===== src/rtl/score_sequencer_if.sv =====
// Event/strobe bundle between the snake game FSM (master) and score_sequencer (slave).
interface score_sequencer_if;
   logic       start;
   logic       eat;
   logic [2:0] points;
   logic       game_over;
   logic       view;
   logic       increment;
   logic       en;
   logic [1:0] decider;
   logic       busy;
   logic [9:0] score;

   modport master (
      output start, eat, points, game_over, view,
      input  increment, en, decider, busy, score
   );

   modport slave (
      input  start, eat, points, game_over, view,
      output increment, en, decider, busy, score
   );
endinterface


===== src/rtl/score_sequencer.sv =====
// Turns food-eaten events into paced increment strobes, then drains and browses
// the high-score table entries after game over.
module score_sequencer #(
   parameter int MAX_SCORE   = 999,
   parameter int CYCLE_TICKS = 50_000_000
) (
   input  logic             clk,
   input  logic             rst,
   score_sequencer_if.slave bus
);
   localparam int            TW         = $clog2(CYCLE_TICKS);
   localparam logic [TW-1:0] TIMER_LAST = TW'(CYCLE_TICKS - 1);
   localparam logic [9:0]    SCORE_MAX  = 10'(MAX_SCORE);

   typedef enum logic [1:0] {IDLE, PLAY, DRAIN, BROWSE} state_e;

   state_e        state_q, state_d;
   logic [5:0]    pending_q, pending_d;
   logic [9:0]    score_q, score_d;
   logic [TW-1:0] timer_q, timer_d;
   logic [1:0]    decider_q, decider_d;
   logic          increment_q, increment_d;
   logic          en_q, en_d;
   logic          busy_q, busy_d;
   logic          strobe;
   logic [6:0]    pending_sum;

   // NOTE: every output of this block gets a default first, so no path can infer a latch.
   always_comb begin
      state_d     = state_q;
      pending_d   = pending_q;
      score_d     = score_q;
      timer_d     = timer_q;
      decider_d   = decider_q;
      en_d        = en_q;
      increment_d = 1'b0;
      strobe      = 1'b0;
      pending_sum = '0;

      if (bus.start) begin
         state_d   = PLAY;
         pending_d = '0;
         score_d   = '0;
         timer_d   = '0;
         decider_d = 2'd0;
         en_d      = 1'b0;
      end else begin
         case (state_q)
            IDLE: ;
            PLAY: begin
               if (bus.game_over) state_d = DRAIN;
            end
            DRAIN: begin
               if (pending_q == 6'd0 && !increment_q) begin
                  state_d   = BROWSE;
                  en_d      = 1'b1;
                  decider_d = 2'd0;
                  timer_d   = '0;
               end
            end
            BROWSE: begin
               if (bus.view || timer_q == TIMER_LAST) begin
                  decider_d = decider_q + 2'd1;
                  timer_d   = '0;
               end else begin
                  timer_d = timer_q + TW'(1);
               end
            end
         endcase

         // Strobing only while pulses may be owed; the low cycle after each
         // strobe comes from requiring increment_q == 0.
         if (state_q == PLAY || state_q == DRAIN) begin
            strobe      = !increment_q && pending_q != 6'd0 && score_q < SCORE_MAX;
            increment_d = strobe;
            if (strobe) score_d = score_q + 10'd1;
            if (score_q >= SCORE_MAX) begin
               pending_d = '0;
            end else begin
               pending_sum = {1'b0, pending_q}
                           + ((state_q == PLAY && bus.eat) ? {4'b0, bus.points} : 7'd0)
                           - {6'b0, strobe};
               pending_d   = (pending_sum > 7'd63) ? 6'd63 : pending_sum[5:0];
            end
         end
      end

      busy_d = (pending_d != 6'd0);
   end

   // NOTE: state registers use non-blocking assignments so all flops sample the same edge.
   always_ff @(posedge clk or negedge rst) begin
      if (!rst) begin
         state_q     <= IDLE;
         pending_q   <= '0;
         score_q     <= '0;
         timer_q     <= '0;
         decider_q   <= 2'd0;
         increment_q <= 1'b0;
         en_q        <= 1'b0;
         busy_q      <= 1'b0;
      end else begin
         state_q     <= state_d;
         pending_q   <= pending_d;
         score_q     <= score_d;
         timer_q     <= timer_d;
         decider_q   <= decider_d;
         increment_q <= increment_d;
         en_q        <= en_d;
         busy_q      <= busy_d;
      end
   end

   assign bus.increment = increment_q;
   assign bus.en        = en_q;
   assign bus.decider   = decider_q;
   assign bus.busy      = busy_q;
   assign bus.score     = score_q;
endmodule


===== src/flat_wrapper.sv =====
// flat-port wrapper written by rule: the top's interface ports become plain ports
module score_sequencer_flat 
#(
   parameter int MAX_SCORE   = 999,
   parameter int CYCLE_TICKS = 50_000_000
)
  (clk, rst, bus_start, bus_eat, bus_points, bus_game_over, bus_view, bus_increment, bus_en, bus_decider, bus_busy, bus_score);
  score_sequencer_if bus_i ();
  input  logic clk;
  input  logic rst;
  input wire logic [$bits(bus_i.start)-1:0] bus_start;
  input wire logic [$bits(bus_i.eat)-1:0] bus_eat;
  input wire logic [$bits(bus_i.points)-1:0] bus_points;
  input wire logic [$bits(bus_i.game_over)-1:0] bus_game_over;
  input wire logic [$bits(bus_i.view)-1:0] bus_view;
  output wire logic [$bits(bus_i.increment)-1:0] bus_increment;
  output wire logic [$bits(bus_i.en)-1:0] bus_en;
  output wire logic [$bits(bus_i.decider)-1:0] bus_decider;
  output wire logic [$bits(bus_i.busy)-1:0] bus_busy;
  output wire logic [$bits(bus_i.score)-1:0] bus_score;
  assign bus_i.start = bus_start;
  assign bus_i.eat = bus_eat;
  assign bus_i.points = bus_points;
  assign bus_i.game_over = bus_game_over;
  assign bus_i.view = bus_view;
  assign bus_increment = bus_i.increment;
  assign bus_en = bus_i.en;
  assign bus_decider = bus_i.decider;
  assign bus_busy = bus_i.busy;
  assign bus_score = bus_i.score;
  score_sequencer #(.MAX_SCORE(MAX_SCORE), .CYCLE_TICKS(CYCLE_TICKS)) u_core (.clk(clk), .rst(rst), .bus(bus_i));
endmodule

===== config.mk =====
export PLATFORM = sky130hd
export DESIGN_NAME = score_sequencer_flat
export DESIGN_NICKNAME = d
export VERILOG_FILES = /design/src/rtl/score_sequencer_if.sv /design/src/rtl/score_sequencer.sv /design/src/flat_wrapper.sv
export SDC_FILE = /design/constraint.sdc
export NUM_CORES = 1
export LEC_CHECK = 0
export BUFFER_PORTS_ARGS = -buffer_cell sky130_fd_sc_hd__buf_2
export CAP_MARGIN = 20
export CORE_MARGIN = 5
export CORE_UTILIZATION = 30
export DETAILED_ROUTE_END_ITERATION = 8
export PLACE_DENSITY_LB_ADDON = 0.15
export SETUP_SLACK_MARGIN = 0.05
export SYNTH_ARGS = -nofsm -noshare
export SYNTH_HDL_FRONTEND = slang
export SYNTH_SLANG_ARGS = --single-unit

===== constraint.sdc =====
create_clock -name clk -period 3.2 [get_ports clk]
set_clock_uncertainty 0.05 [all_clocks]
set_input_delay 0.32 -clock clk [delete_from_list [all_inputs] [get_ports clk]]
set_output_delay 0.32 -clock clk [all_outputs]
set_load 0.02 [all_outputs]

==> out/metrics.yaml, run 1 <==
synthesis:
  ys_async_sr_fraction_pct: 100.0
  synth_edf_count: 0
  synth.yosys.warnings: 0
  syn-instance-count: 324
  netlist_area_um2: 2910
  ys_types: 46
  synth.avg_cell_area_um2: 8.982
  synth-seq-cells: 49
  synth_fp_nets: 348
  synth_seq_area_share_pct: 42.13
  synth_flop_cell: "dfrtp_1"
clocking:
  root_buffer: "clkbuf_8"
  cts_made_buffers: 5
  clock_latency_ps: 310
  clk_pin_slew_ps: 100
  cts_sinks: 49
  cts_tree: "yes"
  cts-htree-levels: 2
  clockBufferDepth: 2
routing:
  ant_nets: 0
  drt-pass1-iter-count: 4
  drtIter0Drc: 49
  wirelength_um: 6830
  dr_total_vias: 2413
  via_per_inst: 4.845
  remaining_drc_errors: 0
  drt-wirelength-per-cell_um: 13.71
layout:
  syn2layout_area_growth_pct: 20.03
  final_cell_mix: "dfrtp_1 (47), nor2_1 (37), nand2_1 (27), o21ai_0 (23), buf_2 (23)"
  drive_above_1_share_pct: 19.73
  antenna_cells: 0
  final_common_cell: "dfrtp_1"
  instances_no_fill: 498
  fillers: 1016
  finalNetCount: 388
timing:
  finalSetupViolations: 0
  slew_headroom_pct: 53.32
  worst_slew_pin_slew_ps: 694.8
  finalCritPeriodShare_pct: 98.45
  timing.hold.ws_ps: 329.5
  layout_min_cycle_time_ps: 3150
  rsz0062_at_grt: "yes"
  slew_violations: 0
  hold_violations: 0
  fmax_mhz: 317.4
power_and_ir_drop:
  cellPowerDensity_nw_per_um2: 702.8
  switchingPower_mw: 1.030
  swShare_pct: 41.97
  seq_power_share_pct: 30.3
  p_int_mw: 1.425
  clockPowerShare_pct: 15.6
  p_leak_nw: 1.581
  pwr-share-comb_pct: 54.1
  vdd.ir_drop.worst_mv: 0.4675
global_route:
  antenna_found_initial: 0
  grt_util_all_layers_pct: 12.63
  overflow: 0
  grt_pass1_vias: 2493
  grt_max_degree: 31
  grt_pass1_wl_um: 11860
die:
  die_h_um: 108.5
  ioPinCount: 24
  die_area_um2: 11770
  rows: 36
  initial_core_util_pct: 30.33
  dieWidth_um: 108.5
  core-area_um2: 9594
run:
  maxCapViolCount: 0
setup_path:
  cp_max_fo: 3
  startpoint: "u_core.bus.score[0]"
  cp-start-kind: "register"
  path_class: "register to register"
  crit_buf_inv: 0
  cp_top_family: "compound AO/OA/AOI/OAI gates"
  cp.arrival_ps: 3310
  crit_slowest_cell: "or4b_1"
  required_ps: 3360
  cp_slowest_stage_delay_ps: 530
  rr_startpoint: "u_core.bus.score[0]"
  cp-end-kind: "register"
  critical_path.cell_chain: "ha_4, a211o_1, a31oi_4, o211ai_1, o21ai_1, ha_2, fa_2, or4b_1, o41ai_2, nand2b_1"
place:
  gp_congestion: 0.7765
  dp_hpwl_um: 5061
  port_buffers: 23
  numPlacedInstances: 487
hold_path:
  hold_start: "bus_start"
  hold_class: "input pin to register"
outcome:
  status: "finished, final reports clean"
## power groups by stage
stage / Combinational, mW / Sequential, mW / Clock [mW]
2_1_floorplan: 0.833 / 0.786 / 0
3_3_place_gp: 1.22 / 0.758 / 0
3_5_place_dp: 1.22 / 0.758 / 0
4_1_cts: 1.28 / 0.745 / 0.401
5_1_grt: 1.49 / 0.757 / 0.426
6_report: 1.33 / 0.745 / 0.383
## timing repair
item / in CTS / in global routing
endpoints found under the hold margin: 19 / 0
resized for setup: 0 / 9
pin swaps: 1 / 7
buffers inserted: 3 / 0
endpoints found under the setup margin: 1 / 7
hold buffers: 1 / 0
## flip-flops by register name, indices dropped and copies added, names as in the netlist
register and cells:
u_core.bus.increment 1, u_core.state_q 2, u_core.timer_q 26, u_core.bus.score 10, u_core.bus.decider 2, u_core.bus.en 1, u_core.bus.busy 1, u_core.pending_q 6
## worst reg2reg max path: stages, from the launching register on
cell      delay (ps)
dfrtp_2          440
ha_4             160
a211o_1          290
a31oi_4          200
o211ai_1         160
o21ai_1          120
ha_2             220
fa_2             440
or4b_1           530
o41ai_2          340
nand2b_1          80
## path summary, 6_finish.rpt
check	endpoint	slack (ps)	depth (start not counted)
min in group asynchronous	u_core.bus.score[0]	440	2
worst min-delay path	u_core.bus.score[8]	330	2
worst min register to register	u_core.bus.decider[1]	460	1
worst max-delay path	u_core.bus.busy	50	10
max in group asynchronous	u_core.timer_q[24]	1900	3
worst max register to register	u_core.bus.busy	50	10
## routing by layer
metal / vias up / routed length (um) / track usage [%]
met5: - / 0 / 0
met4: 0 / 76 / 3.607
met3: 7 / 239 / 2.746
met2: 34 / 3239 / 21.01
met1: 1152 / 3274 / 16.51
li1: 1220 / - / -
## layout make-up
class                      instances  area, um^2  share of cell area, %
clock inverter                     3       22.52                 0.6447
tap                              133       166.4                  4.764
clock buffer                       5       68.82                  1.970
sequential                        49        1229                  35.17
inverter                          19       71.32                  2.042
timing repair buffer              45       282.8                  8.095
multi-input combinational        244        1653                  47.31
## logic make-up (layout without fill, tap and decap cells)
family,after synthesis,after routing,synth area share (%)
AOI/OAI and AO/OA,61,61,13.67
DFF,49,49,42.13
buffers and inverters,31,72,4.170
xor gates and xnor gates,24,24,7.223
adders and majority gates,15,15,6.707
and+or+nand+nor,141,141,25.06
muxes,3,3,1.032
## synth_stat cells, types with 2 or more instances
master     count  area share (%)
nor2b_1        4            0.86
nor3_1         7             1.2
or2_2          2            0.43
mux2i_1        3             1.0
buf_2          4            0.69
nand2b_1      10             2.1
o41ai_1        2            0.60
a21oi_1        9             1.5
nor2_1        37             4.8
xor2_1        17             5.1
nand4_1       15             3.2
and4_1         3            0.90
o31ai_1        5             1.3
nand3_1       13             2.2
o2bb2ai_1      2            0.60
clkbuf_1       8             1.0
o21ai_0       28             4.8
nor3b_1        3            0.77
inv_1         19             2.5
nand2_1       27             3.5
a31oi_1        2            0.43
ha_1          14             6.0
nor4_1         3            0.64
xnor2_1        7             2.1
and3_1         7             1.5
a21o_1         3            0.77
dfrtp_1       49              42
or3_1          3            0.64
## metrics by stage
step	TNS [ps]	area, um^2	setup slack [ps]	total power, mW	util [%]
global placement	0	3348	109.2	1.973	34.90
finish	0	3493	49.66	2.455	36.41
floorplan	0	2974	52.96	1.619	-
detailed placement	0	3348	32.28	1.978	34.90
CTS	0	3472	38.61	2.423	36.19
global route	-183.4	3493	-136.7	2.675	36.41
Power figures use the tool's default switching activity.
==> run 2: changes to the inputs <==
Settings changed: GPL_TIMING_DRIVEN set to 0.
==> out/metrics.yaml, run 2 (synthesis results as in run 1) <==
setup_path:
  cp-start-kind: "register"
  path_class: "register to register"
  worstReg2RegEnd: "u_core.bus.busy"
  crit_slowest_cell: "or4_4"
  cp_top_family: "simple AND/OR/NAND/NOR gates"
  required_ps: 3340
  cp-end-kind: "register"
  r2r_slack_ps: -20
  rr_startpoint: "u_core.pending_q[0]"
  cp.arrival_ps: 3360
  cp_max_fo: 3
  crit_buf_inv: 1
  critical_path.cell_chain: "or4_4, o211ai_1, o21ai_1, ha_2, buf_4, a211oi_4, nor2_2, xor2_2, or4b_4, o41ai_4, nand2b_1"
  cp_slowest_stage_delay_ps: 550
  r2r_cells: 11
layout:
  fillers: 1003
  instances_no_fill: 504
  register_area_um2: 1229
  finalNetCount: 394
  top_register: "u_core.timer_q"
  multi_input_area_um2: 1692
  final_common_cell: "dfrtp_1"
  drive_above_1_share_pct: 19.41
  final_cell_mix: "dfrtp_1 (47), nor2_1 (36), nand2_1 (27), buf_2 (26), o21ai_0 (23)"
  largest_reg_flops: 26
  antenna_cells: 0
  syn2layout_area_growth_pct: 23.04
routing:
  drtIter0Drc: 142
  ant_nets: 0
  remaining_drc_errors: 0
  wirelength_um: 6770
  dr_total_vias: 2414
  via_per_inst: 4.790
  drt-wirelength-per-cell_um: 13.43
  drt-pass1-iter-count: 4
clocking:
  cts_made_buffers: 5
  root_buffer: "clkbuf_8"
  cts-htree-levels: 2
  clockBufferDepth: 2
  clock_latency_ps: 300
  clk_pin_slew_ps: 90
  cts_sinks: 49
  cts_tree: "yes"
timing:
  rsz0062_at_grt: "yes"
  hold_violations: 0
  slew_headroom_pct: 54.30
  setup_ws_ps: -22.33
  worst_slew_pin_slew_ps: 680.3
  slew_violations: 0
  layout_min_cycle_time_ps: 3222
  fmax_mhz: 310.3
  tns_ps: -22.33
  finalSetupViolations: 1
  finalCritPeriodShare_pct: 100.7
die:
  initial_core_util_pct: 30.33
  die_area_um2: 11770
  rows: 36
  dieWidth_um: 108.5
  die_h_um: 108.5
  core-area_um2: 9594
  ioPinCount: 24
power_and_ir_drop:
  cellPowerDensity_nw_per_um2: 742.7
  p_leak_nw: 1.604
  finalPower_mw: 2.660
  vdd.ir_drop.worst_mv: 0.4863
place:
  numPlacedInstances: 480
  port_buffers: 22
  gp_congestion: 0.7922
  dp_slack_ps: -307.7
  dp_hpwl_um: 4968
global_route:
  grt_pass1_wl_um: 11470
  grt_pass1_vias: 2390
  overflow: 0
  grt_max_degree: 27
  grt_util_all_layers_pct: 12.10
  antenna_found_initial: 0
hold_path:
  hold_class: "input pin to register"
  whs_endpoint: "u_core.state_q[1]"
  hold_start: "bus_start"
  whs_path_depth: 2
outcome:
  status: "finished, violations left"
  violations: "setup timing"
run:
  maxCapViolCount: 0
[run 2: changes by cell type in the layout (fill, tap and decap cells not counted), moves of 2 or more]
| cell | change |
|---|---|
| buf_2 | +3 |
| buf_4 | -7 |
| o41ai_2 | -2 |
| clkbuf_1 | +9 |
| clkinv_4 | -2 |
[run 2: layout make-up]
cell class / count / share of cell area (%)
plain buffers: 12 / 1.398
clock buffers: 7 / 2.411
clock inverters: 1 / 0.8386
inverters: 19 / 1.992
multi-input cells: 244 / 47.24
flip-flops and latches: 49 / 34.31
well taps: 133 / 4.647
repair buffers: 39 / 7.163
[run 2: worst register-to-register path, stage by stage (launching register included)]
cell	delay, ps
dfrtp_1	400
or4_4	550
o211ai_1	220
o21ai_1	120
ha_2	210
buf_4	140
a211oi_4	250
nor2_2	70
xor2_2	150
or4b_4	510
o41ai_4	350
nand2b_1	90
[run 2: worst max-delay path by stage]
| stage | from | end | slack [ps] | cells after the start |
|---|---|---|---|---|
| final | u_core.pending_q[0] | u_core.bus.busy | -20 | 11 |
| after global routing | u_core.pending_q[0] | u_core.bus.busy | -160 | 11 |
| after CTS | u_core.bus.score[1] | u_core.bus.busy | -100 | 12 |
| after detailed placement | u_core.pending_q[2] | u_core.bus.busy | -310 | 11 |
| after global placement | u_core.pending_q[2] | u_core.bus.busy | -280 | 11 |
| after floorplan | u_core.bus.score[0] | u_core.bus.busy | 50 | 10 |
[run 2: through the flow]
stage                     hold WS (ps)  util, %  cell area, um^2
final                            340.2    37.32             3581
after global routing             396.6    37.32             3581
after CTS                        340.3    36.15             3468
after detailed placement         312.9    34.09             3271
after global placement           439.8    33.88             3251
after floorplan                 -25.59        -             2974
[run 2: what timing repair did]
action,4_1_cts,5_1_grt
gates resized for setup,2,13
endpoints found under the setup margin,7,6
setup buffers,7,8
gates cloned,0,0
hold buffers,1,0
pin swaps,8,12
endpoints found under the hold margin,23,0
[run 2: per-layer routing]
metal / share of wire [%] / GRT usage (%)
met2: 48 / 20.39
met3: 3.2 / 2.209
met4: 0.68 / 2.164
met5: 0 / 0
met1: 48 / 16.36
[run 2: report_power, final]
part / internal (mW) / switching [mW]
registers: 0.687 / 0.0645
logic: 0.647 / 0.799
clock network: 0.255 / 0.207
